$ cat config.mk
export PLATFORM = sky130hd
export DESIGN_NAME = mem_port_arbiter
export DESIGN_NICKNAME = d
export VERILOG_FILES = /design/src/rtl/mem_port_arbiter_pkg.sv /design/src/rtl/lsu_align.sv /design/src/rtl/mem_port_arbiter.sv
export SDC_FILE = /design/constraint.sdc
export NUM_CORES = 1
export LEC_CHECK = 0
export ABC_AREA = 1
export CAP_MARGIN = 20
export CORE_ASPECT_RATIO = 2
export CORE_MARGIN = 2
export CORE_UTILIZATION = 43
export DETAILED_ROUTE_END_ITERATION = 7
export PLACE_DENSITY = 0.75
export SLEW_MARGIN = 20
export SYNTH_ARGS = -nofsm -noshare
export SYNTH_HDL_FRONTEND = slang
export SYNTH_SLANG_ARGS = --single-unit
$ cat constraint.sdc
create_clock -name CLK -period 7.1 [get_ports CLK]
set_input_delay 2.13 -clock CLK [delete_from_list [all_inputs] [get_ports CLK]]
set_output_delay 2.13 -clock CLK [all_outputs]
set_load 0.01 [all_outputs]
$ cat src/rtl/mem_port_arbiter_pkg.sv
// rtl/mem_port_arbiter_pkg.sv - shared types and constants for the IF/DM memory port arbiter
package mem_port_arbiter_pkg;

    typedef enum logic [1:0] {
        IDLE,
        BUSY_IF,
        BUSY_DM,
        RESP
    } arb_state_t;

    // dm_size encoding taken straight from func3[1:0]; 2'b11 decodes as word.
    typedef enum logic [1:0] {
        BYTE = 2'b00,
        HALF = 2'b01,
        WORD = 2'b10
    } mem_size_t;

    localparam logic [31:0] ARB_ABORT_DATA = 32'hDEAD_BEEF;

endpackage

$ cat src/rtl/lsu_align.sv
// rtl/lsu_align.sv - store lane replication/byte enables and load lane select/extension
module lsu_align
    import mem_port_arbiter_pkg::*;
(
    input  logic [1:0]  st_size,
    input  logic [1:0]  st_lane,
    input  logic [31:0] st_data,
    output logic [31:0] st_wdata,
    output logic [3:0]  st_be,
    input  logic [1:0]  ld_size,
    input  logic [1:0]  ld_lane,
    input  logic        ld_zext,
    input  logic [31:0] ld_word,
    output logic [31:0] ld_data
);

    // Replicating the low bytes into every lane lets the byte enables alone pick the target.
    always_comb begin
        st_wdata = st_data;
        st_be    = 4'b1111;
        case (st_size)
            BYTE: begin
                st_wdata = {4{st_data[7:0]}};
                st_be    = 4'b0001 << st_lane;
            end
            HALF: begin
                st_wdata = {2{st_data[15:0]}};
                st_be    = 4'b0011 << {st_lane[1], 1'b0};
            end
            default: ;
        endcase
    end

    logic [7:0]  ld_byte;
    logic [15:0] ld_half;

    assign ld_byte = ld_word[{ld_lane, 3'b000} +: 8];
    assign ld_half = ld_word[{ld_lane[1], 4'b0000} +: 16];

    always_comb begin
        ld_data = ld_word;
        case (ld_size)
            BYTE:    ld_data = {{24{~ld_zext & ld_byte[7]}}, ld_byte};
            HALF:    ld_data = {{16{~ld_zext & ld_half[15]}}, ld_half};
            default: ;
        endcase
    end

endmodule

$ cat src/rtl/mem_port_arbiter.sv
// rtl/mem_port_arbiter.sv - shares one memory port between fetch and data stage
// MEMARB_ROUND_ROBIN_EN: alternate grants on simultaneous requests instead of fixed DM priority
module mem_port_arbiter
    import mem_port_arbiter_pkg::*;
#(
    parameter int TIMEOUT_CYCLES = 256
) (
    input  logic        CLK,
    input  logic        RESET,
    input  logic        if_req,
    input  logic [31:0] if_addr,
    output logic [31:0] if_rdata,
    output logic        if_valid,
    input  logic        dm_rd,
    input  logic        dm_wr,
    input  logic [31:0] dm_addr,
    input  logic [31:0] dm_wdata,
    input  logic [1:0]  dm_size,
    input  logic        dm_sign,
    output logic [31:0] dm_rdata,
    output logic        dm_valid,
    output logic        mem_req,
    output logic        mem_we,
    output logic [31:0] mem_addr,
    output logic [31:0] mem_wdata,
    output logic [3:0]  mem_be,
    input  logic        mem_ack,
    input  logic [31:0] mem_rdata,
    output logic        timeout_err
);

    localparam logic [31:0] TMO_LAST = 32'(TIMEOUT_CYCLES - 1);

    arb_state_t  state;
    logic [31:0] tmo_cnt;
    logic [1:0]  lat_size;
    logic [1:0]  lat_lane;
    logic        lat_zext;
    logic        dm_pend;
    logic        grant_dm;
    logic [31:0] st_wdata;
    logic [3:0]  st_be;
    logic [31:0] ld_data;

    assign dm_pend = dm_rd | dm_wr;

`ifdef MEMARB_ROUND_ROBIN_EN
    logic last_grant_if;
    assign grant_dm = dm_pend & (~if_req | last_grant_if);
`else
    assign grant_dm = dm_pend;
`endif

    lsu_align u_align (
        .st_size  (dm_size),
        .st_lane  (dm_addr[1:0]),
        .st_data  (dm_wdata),
        .st_wdata (st_wdata),
        .st_be    (st_be),
        .ld_size  (lat_size),
        .ld_lane  (lat_lane),
        .ld_zext  (lat_zext),
        .ld_word  (mem_rdata),
        .ld_data  (ld_data)
    );

    always_ff @(posedge CLK or posedge RESET) begin
        if (RESET) begin
            state       <= IDLE;
            tmo_cnt     <= '0;
            lat_size    <= '0;
            lat_lane    <= '0;
            lat_zext    <= 1'b0;
            if_rdata    <= '0;
            if_valid    <= 1'b0;
            dm_rdata    <= '0;
            dm_valid    <= 1'b0;
            mem_req     <= 1'b0;
            mem_we      <= 1'b0;
            mem_addr    <= '0;
            mem_wdata   <= '0;
            mem_be      <= '0;
            timeout_err <= 1'b0;
`ifdef MEMARB_ROUND_ROBIN_EN
            last_grant_if <= 1'b1;
`endif
        end else begin
            if_valid <= 1'b0;
            dm_valid <= 1'b0;
            case (state)
                IDLE: begin
                    tmo_cnt <= '0;
                    if (grant_dm) begin
                        state     <= BUSY_DM;
                        mem_req   <= 1'b1;
                        mem_we    <= dm_wr;
                        mem_addr  <= dm_addr & ~32'h3;
                        mem_wdata <= dm_wr ? st_wdata : '0;
                        mem_be    <= dm_wr ? st_be : 4'b1111;
                        lat_size  <= dm_size;
                        lat_lane  <= dm_addr[1:0];
                        lat_zext  <= dm_sign;
`ifdef MEMARB_ROUND_ROBIN_EN
                        last_grant_if <= 1'b0;
`endif
                    end else if (if_req) begin
                        state     <= BUSY_IF;
                        mem_req   <= 1'b1;
                        mem_we    <= 1'b0;
                        mem_addr  <= if_addr & ~32'h3;
                        mem_wdata <= '0;
                        mem_be    <= 4'b1111;
`ifdef MEMARB_ROUND_ROBIN_EN
                        last_grant_if <= 1'b1;
`endif
                    end
                end
                BUSY_IF, BUSY_DM: begin
                    if (mem_ack) begin
                        state   <= RESP;
                        mem_req <= 1'b0;
                        if (state == BUSY_IF) begin
                            if_rdata <= mem_rdata;
                            if_valid <= 1'b1;
                        end else begin
                            if (!mem_we)
                                dm_rdata <= ld_data;
                            dm_valid <= 1'b1;
                        end
                    end else if (TIMEOUT_CYCLES != 0 && tmo_cnt == TMO_LAST) begin
                        // Abort still completes the transaction so the stalled pipeline can move on.
                        state       <= RESP;
                        mem_req     <= 1'b0;
                        timeout_err <= 1'b1;
                        if (state == BUSY_IF) begin
                            if_rdata <= ARB_ABORT_DATA;
                            if_valid <= 1'b1;
                        end else begin
                            dm_rdata <= ARB_ABORT_DATA;
                            dm_valid <= 1'b1;
                        end
                    end else begin
                        tmo_cnt <= tmo_cnt + 32'd1;
                    end
                end
                RESP: state <= IDLE;
                default: state <= IDLE;
            endcase
        end
    end

endmodule
==> results of run 1 <==
[power breakdown]
part / switching (mW) / internal, mW
sequential: 0.251 / 1.38
combinational: 1.32 / 1.03
clock: 0.422 / 0.670
total: 1.99 / 3.09
[logic make-up (layout without fill, tap and decap cells)]
| logic type | Yosys count | in the layout | synth area share |
|---|---|---|---|
| compound gates | 153 | 153 | 0.0981 |
| xor+xnor | 3 | 3 | 0.00284 |
| fa+ha+maj | 4 | 4 | 0.00541 |
| buf+inv | 184 | 424 | 0.0854 |
| flops | 174 | 174 | 0.471 |
| other cells | 1 | 2 | 0.000405 |
| simple gates | 747 | 747 | 0.337 |
[cell usage in the layout, fill, tap and decap left out, types with 3 or more instances in the layout]
cell / count
nand2_1: 448
clkdlybuf4s50_1: 268
dfrtp_1: 174
nor2_1: 125
nand3_1: 120
inv_1: 113
o21ai_0: 65
a31oi_1: 34
o22ai_1: 33
nand4_1: 28
clkbuf_16: 17
or2_2: 14
buf_4: 8
a22oi_1: 7
o221ai_1: 6
bufinv_16: 6
o32ai_1: 4
inv_6: 4
nand2_2: 3
xor2_1: 3
ha_1: 3
[state kept, by name (all words and copies together) (netlist names)]
register,flops
lat_lane,2
timeout_err,1
state,2
mem_we,1
mem_req,1
dm_rdata,32
if_rdata,32
tmo_cnt,32
lat_size,2
dm_valid,1
lat_zext,1
if_valid,1
mem_wdata,32
mem_be,4
mem_addr,30
[per-layer routing]
metal / up-vias / routed length, um / global-route usage
li1: 4535 / - / -
met1: 4365 / 11000 / 0.303
met2: 341 / 17100 / 0.516
met3: 82 / 2090 / 0.0637
met4: 0 / 1620 / 0.152
met5: - / 0 / 0
[critical path, stage by stage]
cell	delay, ps
clkdlybuf4s50_1	530
nor2_2	100
a21oi_4	670
buf_4	680
nor2_1	80
a31oi_1	180
[how the worst min path moves through the flow]
stage	startpoint	endpoint	slack (ps)	cells past startpoint
global route	if_rdata[1]	if_rdata[1]	490	2
floorplan	state[1]	state[1]	480	2
global placement	if_rdata[0]	if_rdata[0]	450	2
finish	if_rdata[28]	if_rdata[28]	470	2
CTS	dm_rdata[15]	dm_rdata[15]	470	2
detailed placement	if_rdata[12]	if_rdata[12]	460	2
[final cells by class]
cell class	count	area, um2
clock buffers	18	429
clock inverters	14	254
fillers	1929	8320
inverters	115	438
multi-input cells	909	4140
flip-flops and latches	174	4350
well taps	269	337
repair buffers	277	2750
[through the flow]
step	hold slack, ps	cell area (um2)
2_1_floorplan	478	9250
3_3_place_gp	454	12000
3_5_place_dp	458	12000
4_1_cts	473	12700
5_1_grt	493	12700
6_report	471	12700
==> reports/metrics.cfg, run 1 <==
[timing]
fmax_mhz=245
worstMarginPinSlew_ps=1080
finalSetupTns_ps=0
fin_ws_ps=3020
fin_skew_ps=11.0
relSlewSlack=0.282
timing.final.crit_share=0.575
min_period_ps=4080
hold_viol=0
setup_viol=0
finalMaxSlewViolations=0
rsz0062_at_grt=no

[place]
hpwl_mm=23.9
gp_congestion=0.955
dp.cells=1744
place_ws_ps=2590
numPortBuffers=269

[setup_path]
crit_type=in -> reg
cp.arrival_ps=4430
path_max_fanout=70
r2r_start=state[0]
startpoint=dm_wr
crit_end=mem_addr[30]
required_ps=7450
critPathCaptureType=register
r2r_setup_slack_ps=3890
start_kind=input port
r2r_cells=7
reg2reg_to=if_rdata[10]

[drt]
wirelength_mm=31.8
num_vias=9323
vias_per_cell=5.25
drc=0
wl_per_cell_um=17.9
drt-initial-drc-count=664
first_pass_iters=8
postRouteAntennaNets=0

[clock_network]
cts-hold-fix-buffers=0
clock-sinks=174
clock-root-buffer=clkbuf_16
clkSlewWorstSetupHoldPaths_ps=70
cts_setup_buffers=0
clockBufferDepth=2
cts_max_level=4
insertion_delay_ps=440
cts_buffers=17
cts_resized=0
cts_tree=built

[floorplanning]
core_region_area_um2=21000
pin_count=274
rows=75
initial_core_util=0.440
die_h_um=211
die_w_um=108
die_area_um2=22800

[synth]
postSynthCellCount=1266
yosys.cell_count.top_type=nand2_1
synth_common_cells=448 x nand2_1, 174 x dfrtp_1, 126 x nor2_1
synthFlopType=dfrtp_1
synth_edf_count=0
ys_top_cells_by_area=dfrtp_1 47%, nand2_1 18%, nand3_1 6.5%, nor2_1 5.1%, inv_1 4.6%
avgSynthCellArea_um2=7.31
yosysUniqueCellTypes=30
ys_ff_latch=174
synth_top_area_frac=0.471
synth_seq_area_share=0.471
synth-async-reset-ratio=1.00
synth_area_um2=9250
yosys.area.top_type=dfrtp_1
synth_warnings=0

[power]
ir_drop_mv=0.210
fin_total_pwr_mw=5.08
powerDensity_nw_per_um2=400
leakagePower_nw=5.82

[finish]
fin_util=0.604
antennaDiodeCount=0
post_layout_nonfiller_instances=1776
syn_to_final_growth_pct=37.3
drive_gt1_frac=0.0471
nets=1635

[grt]
track_usage=0.286
grt_max_degree=80
grt_pass1_vias=9195
grt.overflow.total=0
antenna_found_initial=0
grt_pass1_wl_mm=49.5

[job]
drv_cap=0

[min_path]
hold_class=reg -> reg

[run_status]
status=finished clean

No activity file was read; power rests on OpenSTA's default activity.
==> run 2, diff against run 1 <==
--- a/config.mk
+++ b/config.mk
@@ -9,7 +9,7 @@
 export CAP_MARGIN = 20
 export CORE_ASPECT_RATIO = 2
 export CORE_MARGIN = 2
-export CORE_UTILIZATION = 43
+export CORE_UTILIZATION = 45
 export DETAILED_ROUTE_END_ITERATION = 7
 export PLACE_DENSITY = 0.75
 export SLEW_MARGIN = 20
==> constraint.sdc (replaced) <==
create_clock -name CLK -period 3.8 [get_ports CLK]
set_input_delay 1.14 -clock CLK [delete_from_list [all_inputs] [get_ports CLK]]
set_output_delay 1.14 -clock CLK [all_outputs]
set_load 0.01 [all_outputs]
==> reports/metrics.cfg, run 2 (synthesized netlist as in run 1, its figures left out) <==
[finish]
drive_gt1_frac=0.0521
layout_common_cells=448 x nand2_1, 268 x clkdlybuf4s50_1, 174 x dfrtp_1
finalInstanceArea_um2=12700
syn_to_final_growth_pct=36.8
post_layout_nonfiller_instances=1782
nets=1644
layout_commonest_cell=nand2_1

[floorplanning]
initial_core_util=0.456
pin_count=274
die_h_um=207
die_w_um=105
core_region_area_um2=20300
die_area_um2=21800
rows=74

[setup_path]
crit_path_cell_trace=clkdlybuf4s50_1
critPathCaptureType=output pin
crit_type=reg -> out
crit_family=buffers and inverters
startpoint=dm_rdata[7]
r2r_cells=10
cp.arrival_ps=1460
r2r_start=tmo_cnt[0]
cpMaxStageDelayCell=clkdlybuf4s50_1
path_max_fanout=2
required_ps=2660
path_buf_inv=1
slowest_delay_ps=570
start_kind=register
critical_path_depth=1

[place]
hpwl_mm=23.9
place_area_um2=12100
gp_congestion=0.923
numPortBuffers=269
dp.cells=1750

[clock_network]
clkSlewWorstSetupHoldPaths_ps=70
cts_setup_buffers=0
clock-sinks=174
insertion_delay_ps=440
cts_buffers=17
cts_tree=built
clock-root-buffer=clkbuf_16
cts_resized=0
clockBufferDepth=2
cts-hold-fix-buffers=0
cts_max_level=4

[drt]
num_vias=9489
first_pass_iters=5
postRouteAntennaNets=0
wl_per_cell_um=17.8
wirelength_mm=31.7
vias_per_cell=5.32
drt-initial-drc-count=581
drc=0

[min_path]
hold_class=reg -> reg
hold_depth=2
holdCritStartpoint=if_rdata[17]

[timing]
rsz0062_at_grt=no
worstMarginPinSlew_ps=1030
hold_viol=0
min_period_ps=2600
fin_skew_ps=11.1
fmax_mhz=385
setup_viol=0
finalMaxSlewViolations=0
timing.final.crit_share=0.684
finalSetupTns_ps=0
relSlewSlack=0.315

[grt]
track_usage=0.296
grt_pass1_wl_mm=49.7
grt.overflow.total=0
antenna_found_initial=0
grt_pass1_vias=9349
grt_max_degree=102

[power]
leakagePower_nw=5.81
ir_drop_mv=0.400
powerDensity_nw_per_um2=727

[job]
drv_cap=0

[run_status]
status=finished clean

==> run 2: cell types whose count changed in the layout (fill, tap and decap cells not counted), sizes merged <==
cell	before	now
bufinv	6	1
buf	9	18
diode	0	1
clkinv	3	7
inv	119	118
clkinvlp	1	3
clkbuf	18	17
==> run 2: final timing paths <==
kind / end / slack [ps]
setup / recovery: dm_rdata[7] / 1200
hold / removal: if_rdata[17] / 470
setup reg to reg: dm_rdata[31] / 1250
hold reg to reg: if_rdata[17] / 470
max in group asynchronous: dm_rdata[0] / 1840
min in group asynchronous: dm_rdata[19] / 1140
==> run 2: through the flow <==
stage          worst slack [ps]  total power [mW]  utilization  hold slack (ps)
4_1_cts                    1210              9.24        0.624              475
3_3_place_gp                850              7.43        0.596              454
2_1_floorplan               435              5.40            -              478
5_1_grt                    1020              9.80        0.624              492
3_5_place_dp                827              7.50        0.596              457
6_report                   1200              9.20        0.624              472
==> run 2: area by class of cell <==
class	count	area, um2
flip-flops and latches	174	4350
multi-input cells	909	4130
clock inverters	14	134
clock buffers	17	425
inverters	115	437
well taps	266	333
fillers	1765	7620
repair buffers	286	2840
diodes	1	2.50
==> run 2: power breakdown <==
group	internal (mW)	total, mW	switching [mW]
Sequential	2.58	3.08	0.498
Combinational	1.97	4.42	2.45
Clock	0.911	1.70	0.794
Total	5.46	9.20	3.74
==> run 2: per-layer routing <==
metal	vias up	part of all wire	track usage
li1	4556	-	-
met1	4447	0.35	0.309
met2	390	0.53	0.537
met3	96	0.062	0.0628
met4	0	0.062	0.182
met5	-	0	0
==> run 3, diff against run 2 <==
==> constraint.sdc (replaced) <==
create_clock -name CLK -period 2.72 [get_ports CLK]
set_input_delay 0.816 -clock CLK [delete_from_list [all_inputs] [get_ports CLK]]
set_output_delay 0.816 -clock CLK [all_outputs]
set_load 0.01 [all_outputs]
==> reports/metrics.cfg, run 3 (synthesized netlist as in run 1, its figures left out) <==
[drt]
num_vias=9345
drt-initial-drc-count=574
postRouteAntennaNets=0
vias_per_cell=5.22
drc=0
wl_per_cell_um=17.7
first_pass_iters=5
wirelength_mm=31.8

[job]
drv_cap=0

[timing]
hold_viol=0
fmax_mhz=416
finalSetupTns_ps=0
setup_viol=0
relSlewSlack=0.578
timing.final.crit_share=0.884
rsz0062_at_grt=no
fin_ws_ps=317
fin_skew_ps=5.03
worstMarginPinSlew_ps=631
min_period_ps=2400
finalMaxSlewViolations=0

[finish]
layout_common_cells=448 x nand2_1, 268 x clkdlybuf4s50_1, 174 x dfrtp_1
final-seq-area_um2=4350
drive_gt1_frac=0.0552
multi_input_area_um2=4130
layout_commonest_cell=nand2_1
nets=1649
syn_to_final_growth_pct=38.3
fillers=1824
post_layout_nonfiller_instances=1790

[clock_network]
cts_buffers=17
insertion_delay_ps=440
cts_max_level=4
clock-sinks=174
clkSlewWorstSetupHoldPaths_ps=70
cts_tree=built
cts_setup_buffers=0
cts-hold-fix-buffers=0
cts_resized=0
clockBufferDepth=2
clock-root-buffer=clkbuf_16

[setup_path]
crit_type=reg -> reg
path_max_fanout=32
crit_family=simple AND/OR/NAND/NOR gates
cpMaxStageDelayCell=dfrtp_1
start_kind=register
startpoint=tmo_cnt[0]
required_ps=3050
crit_path_cell_trace=ha_1 > nand3_1 > clkinv_2 > nand2_4 > nor2_4 > nand3_2 > nand2_4 > nand2_2 > nand2_1 > nand2_1
r2r_cells=10
r2r_start=tmo_cnt[0]
r2r_setup_slack_ps=320
critical_path_depth=10
slowest_delay_ps=470
reg2reg_to=dm_rdata[16]
critPathCaptureType=register
path_buf_inv=1
crit_end=dm_rdata[16]
cp.arrival_ps=2730

[grt]
grt_pass1_vias=9207
grt_max_degree=64
antenna_found_initial=3
grt.overflow.total=0
grt_pass1_wl_mm=48.6
track_usage=0.294

[floorplanning]
die_h_um=207
core_region_area_um2=20300
die_area_um2=21800
rows=74
die_w_um=105
pin_count=274
initial_core_util=0.456

[place]
dp.cells=1755
place_ws_ps=369
numPortBuffers=269
hpwl_mm=24.3
gp_congestion=0.939

[min_path]
hold_class=reg -> reg

[power]
ir_drop_mv=0.675
powerDensity_nw_per_um2=1020
leakagePower_nw=5.87

[run_status]
status=finished clean

-- run 3: cell count changes in the layout (fill, tap and decap cells not counted), moves of 2 or more --
cell       change
inv_6          -4
bufinv_16      +2
buf_12         +4
diode_2        +2
-- run 3: how the worst min path moves through the flow --
stage                             from            to  slack, ps  cells past startpoint
final                     if_rdata[11]  if_rdata[11]        470                      2
after global routing       if_rdata[8]   if_rdata[8]        500                      2
after CTS                 if_rdata[11]  if_rdata[11]        470                      2
after detailed placement   dm_rdata[6]   dm_rdata[6]        460                      2
after global placement     if_rdata[4]   if_rdata[4]        450                      2
after floorplan               state[1]      state[1]        480                      2
-- run 3: tightest hold or removal path, cell delays in order, from the launching register on --
cell     delay (ps)
dfrtp_1         340
nand2_1          50
nand2_1          50
-- run 3: power breakdown --
group	leakage, nW	switching, mW	internal (mW)
registers	2.17	0.687	3.61
logic	3.41	3.43	2.84
clock network	0.293	1.07	1.47
-- run 3: layout make-up --
type / instances / share of cell area
multi-input cells: 909 / 0.323
clock inverters: 13 / 0.0128
clock buffers: 19 / 0.0346
diodes: 3 / 0.000587
inverters: 115 / 0.0341
flip-flops and latches: 174 / 0.340
well taps: 266 / 0.0260
repair buffers: 291 / 0.229
-- run 3: layer usage --
metal  global-route usage  vias to the layer above  wire, um
li1                     -                     4569         -
met1                0.297                     4295     11100
met2                0.519                      378     16500
met3               0.0838                      101      2120
met4                0.206                        2      2120
met5                    0                        -        12
-- run 3: stage by stage --
step / instance area [um2] / power, mW / hold slack, ps / utilization
detailed placement: 12200 / 10.6 / 458 / 0.601
floorplan: 9260 / 7.55 / 478 / -
finish: 12800 / 13.1 / 470 / 0.631
global route: 12800 / 13.9 / 502 / 0.631
CTS: 12800 / 13.2 / 473 / 0.631
global placement: 12200 / 10.5 / 453 / 0.601
==> RTL change, RTL diff (settings of run 2) <==
Encoding of `arb_state_t`: now Gray code (2 bits for 4 states).
--- a/src/rtl/mem_port_arbiter_pkg.sv
+++ b/src/rtl/mem_port_arbiter_pkg.sv
@@ -2,10 +2,10 @@
 package mem_port_arbiter_pkg;
 
     typedef enum logic [1:0] {
-        IDLE,
-        BUSY_IF,
-        BUSY_DM,
-        RESP
+        IDLE    = 2'b00,
+        BUSY_IF = 2'b01,
+        BUSY_DM = 2'b11,
+        RESP    = 2'b10
     } arb_state_t;
 
     // dm_size encoding taken straight from func3[1:0]; 2'b11 decodes as word.
Function: same outputs for any inputs over 4 cycles, from zero or initial values and one cycle with RESET high; so few cycles prove little.
==> RTL change against run 2 <==
  * Area after synthesis shrank 0.77%
  * Synthesized cell count shrank 1.7%
  * Setup slack lost 0.49 ns
  * Die area shrank 0.75%
  * Critical endpoint is now dm_rdata[18]
  * Global-route usage shrank 1.1 points
  * Clock skew shrank 0.0053 ns
  * Sequential share of layout area grew 0.058 points
  * Routed wire length shrank 4.5%
  * Design area shrank 0.17%
  * Power shrank 1.4%
  * Sequential cell count is the same
==> RTL change: results (changes against run 2) <==
Run status
  • Outcome: completed

Yosys
  • Library cells used by synthesis: 32 (+6.7%)
  • Synth Area in Adders: 0.136% (-0.40 points)
  • Largest cells by area after synthesis: dfrtp_1 (47%), nand2_1 (19%), nor2_1 (7.0%), nand3_1 (5.2%), o21ai_0 (2.7%)
  • Top cells by count, synth: nand2_1 (461), dfrtp_1 (174), nor2_1 (171), nand3_1 (96), inv_1 (54)
  • Syn Inst Count: 1,244 (-1.7%)
  • Share of the yosys chip area belonging to registers: 47.4% (+0.37 points)

Global routing
  • Grt met3 use: 6.69% (+0.41 points)
  • GRT Total Usage: 28.5% (-1.1 points)
  • Vias in the first global route: 9,171 (-1.9%)
  • Met2 usage: 51.5% (-2.2 points)
  • GR Layer Usage met1: 29.0% (-2.0 points)

STA
  • Final Skew: 0.00571 ns (-0.00534 ns)
  • Max-slew headroom: 45.7% (+14 points)

Power and ir drop
  • Worst vdd ir: 451 uV (+13%)
  • Static Leakage: 5.79 nW (-0.43%)

Final layout
  • Diodes inserted: 0 (-1)
  • Nets@finish: 1,621 (-1.4%)
  • Share of cells above drive strength 1: 7.89% (+2.7 points)
  • Fraction of area in multi-input gates: 33.7% (+1.1 points)
  • Buffering overhead: 22.5% (about the same)
  • Sequential cell area: 4350 um2 (unchanged)
  • Clock buffers: 19 (+2)
  • Non-clk invs: 62 (-46%)
  • Multi-input combinational cell count: 943 (+3.7%)
  • Finished Cell Area: 12,600 um2 (-0.17%)
  • Non-clk bufs: 285 (-0.35%)

Detailed routing
  • Routed wire length: 30.3 mm (-4.5%)
  • Met1 wire length: 10.3 mm (-5.7%)
  • Via density: 5.27 (-1.0%)
  • DR vias: 9,268 (-2.3%)
  • Initial DRC count: 539 (-7.2%)
  • Routed wl met2: 15.8 mm (-6.2%)

Critical path
  • Crit. Startpoint: mem_ack
  • R2r startpoint: state[0]
  • CP top delay family: simple AND/OR/NAND/NOR gates
  • Slowest cell delay on critical path: 0.62 ns (+0.05 ns)
  • CP Data Arrival Time: 3.41 ns (+1.95 ns)

Floorplan
  • Core box area: 19,900 um2 (-1.8%)

Placed design
  • Placed Area: 12,000 um2 (-0.60%)
  • Dpl cells: 1,726 (-1.4%)
  • Place WS: 0.319 ns (-0.508 ns)
  • Placer Congestion: 0.927 (+0.39%)

Hold path
  • Hold_sp: dm_rdata[5]

CTS
  • Clock tree root driver cell: clkbuf_16
==> RTL change: cell types whose count changed after synthesis, sizes merged, moves of 7 or more <==
cell | run 2 | this run
o22ai | 33 | 0
xor2 | 3 | 10
nand2 | 453 | 488
nor2 | 129 | 177
nand3 | 123 | 97
inv | 114 | 62
o21ai | 65 | 86
or2 | 14 | 0
nand4 | 28 | 19
==> RTL change: power breakdown <==
part           total (mW)  internal [mW]  switching [mW]
Combinational        4.12           1.93            2.19
Clock                1.83           1.07           0.762
Sequential           3.12           2.59           0.522
Total                9.07           5.60            3.48
==> RTL change: path summary, 6_finish.rpt <==
check / end / slack (ns) / depth (start not counted)
worst max-delay path: dm_rdata[18] / 0.71 / 7
worst min-delay path: dm_rdata[5] / 0.47 / 2
worst max register to register: mem_wdata[10] / 1.03 / 8
worst min register to register: dm_rdata[5] / 0.47 / 2
max in group asynchronous: tmo_cnt[26] / 1.91 / 3
min in group asynchronous: if_rdata[24] / 1.23 / 3
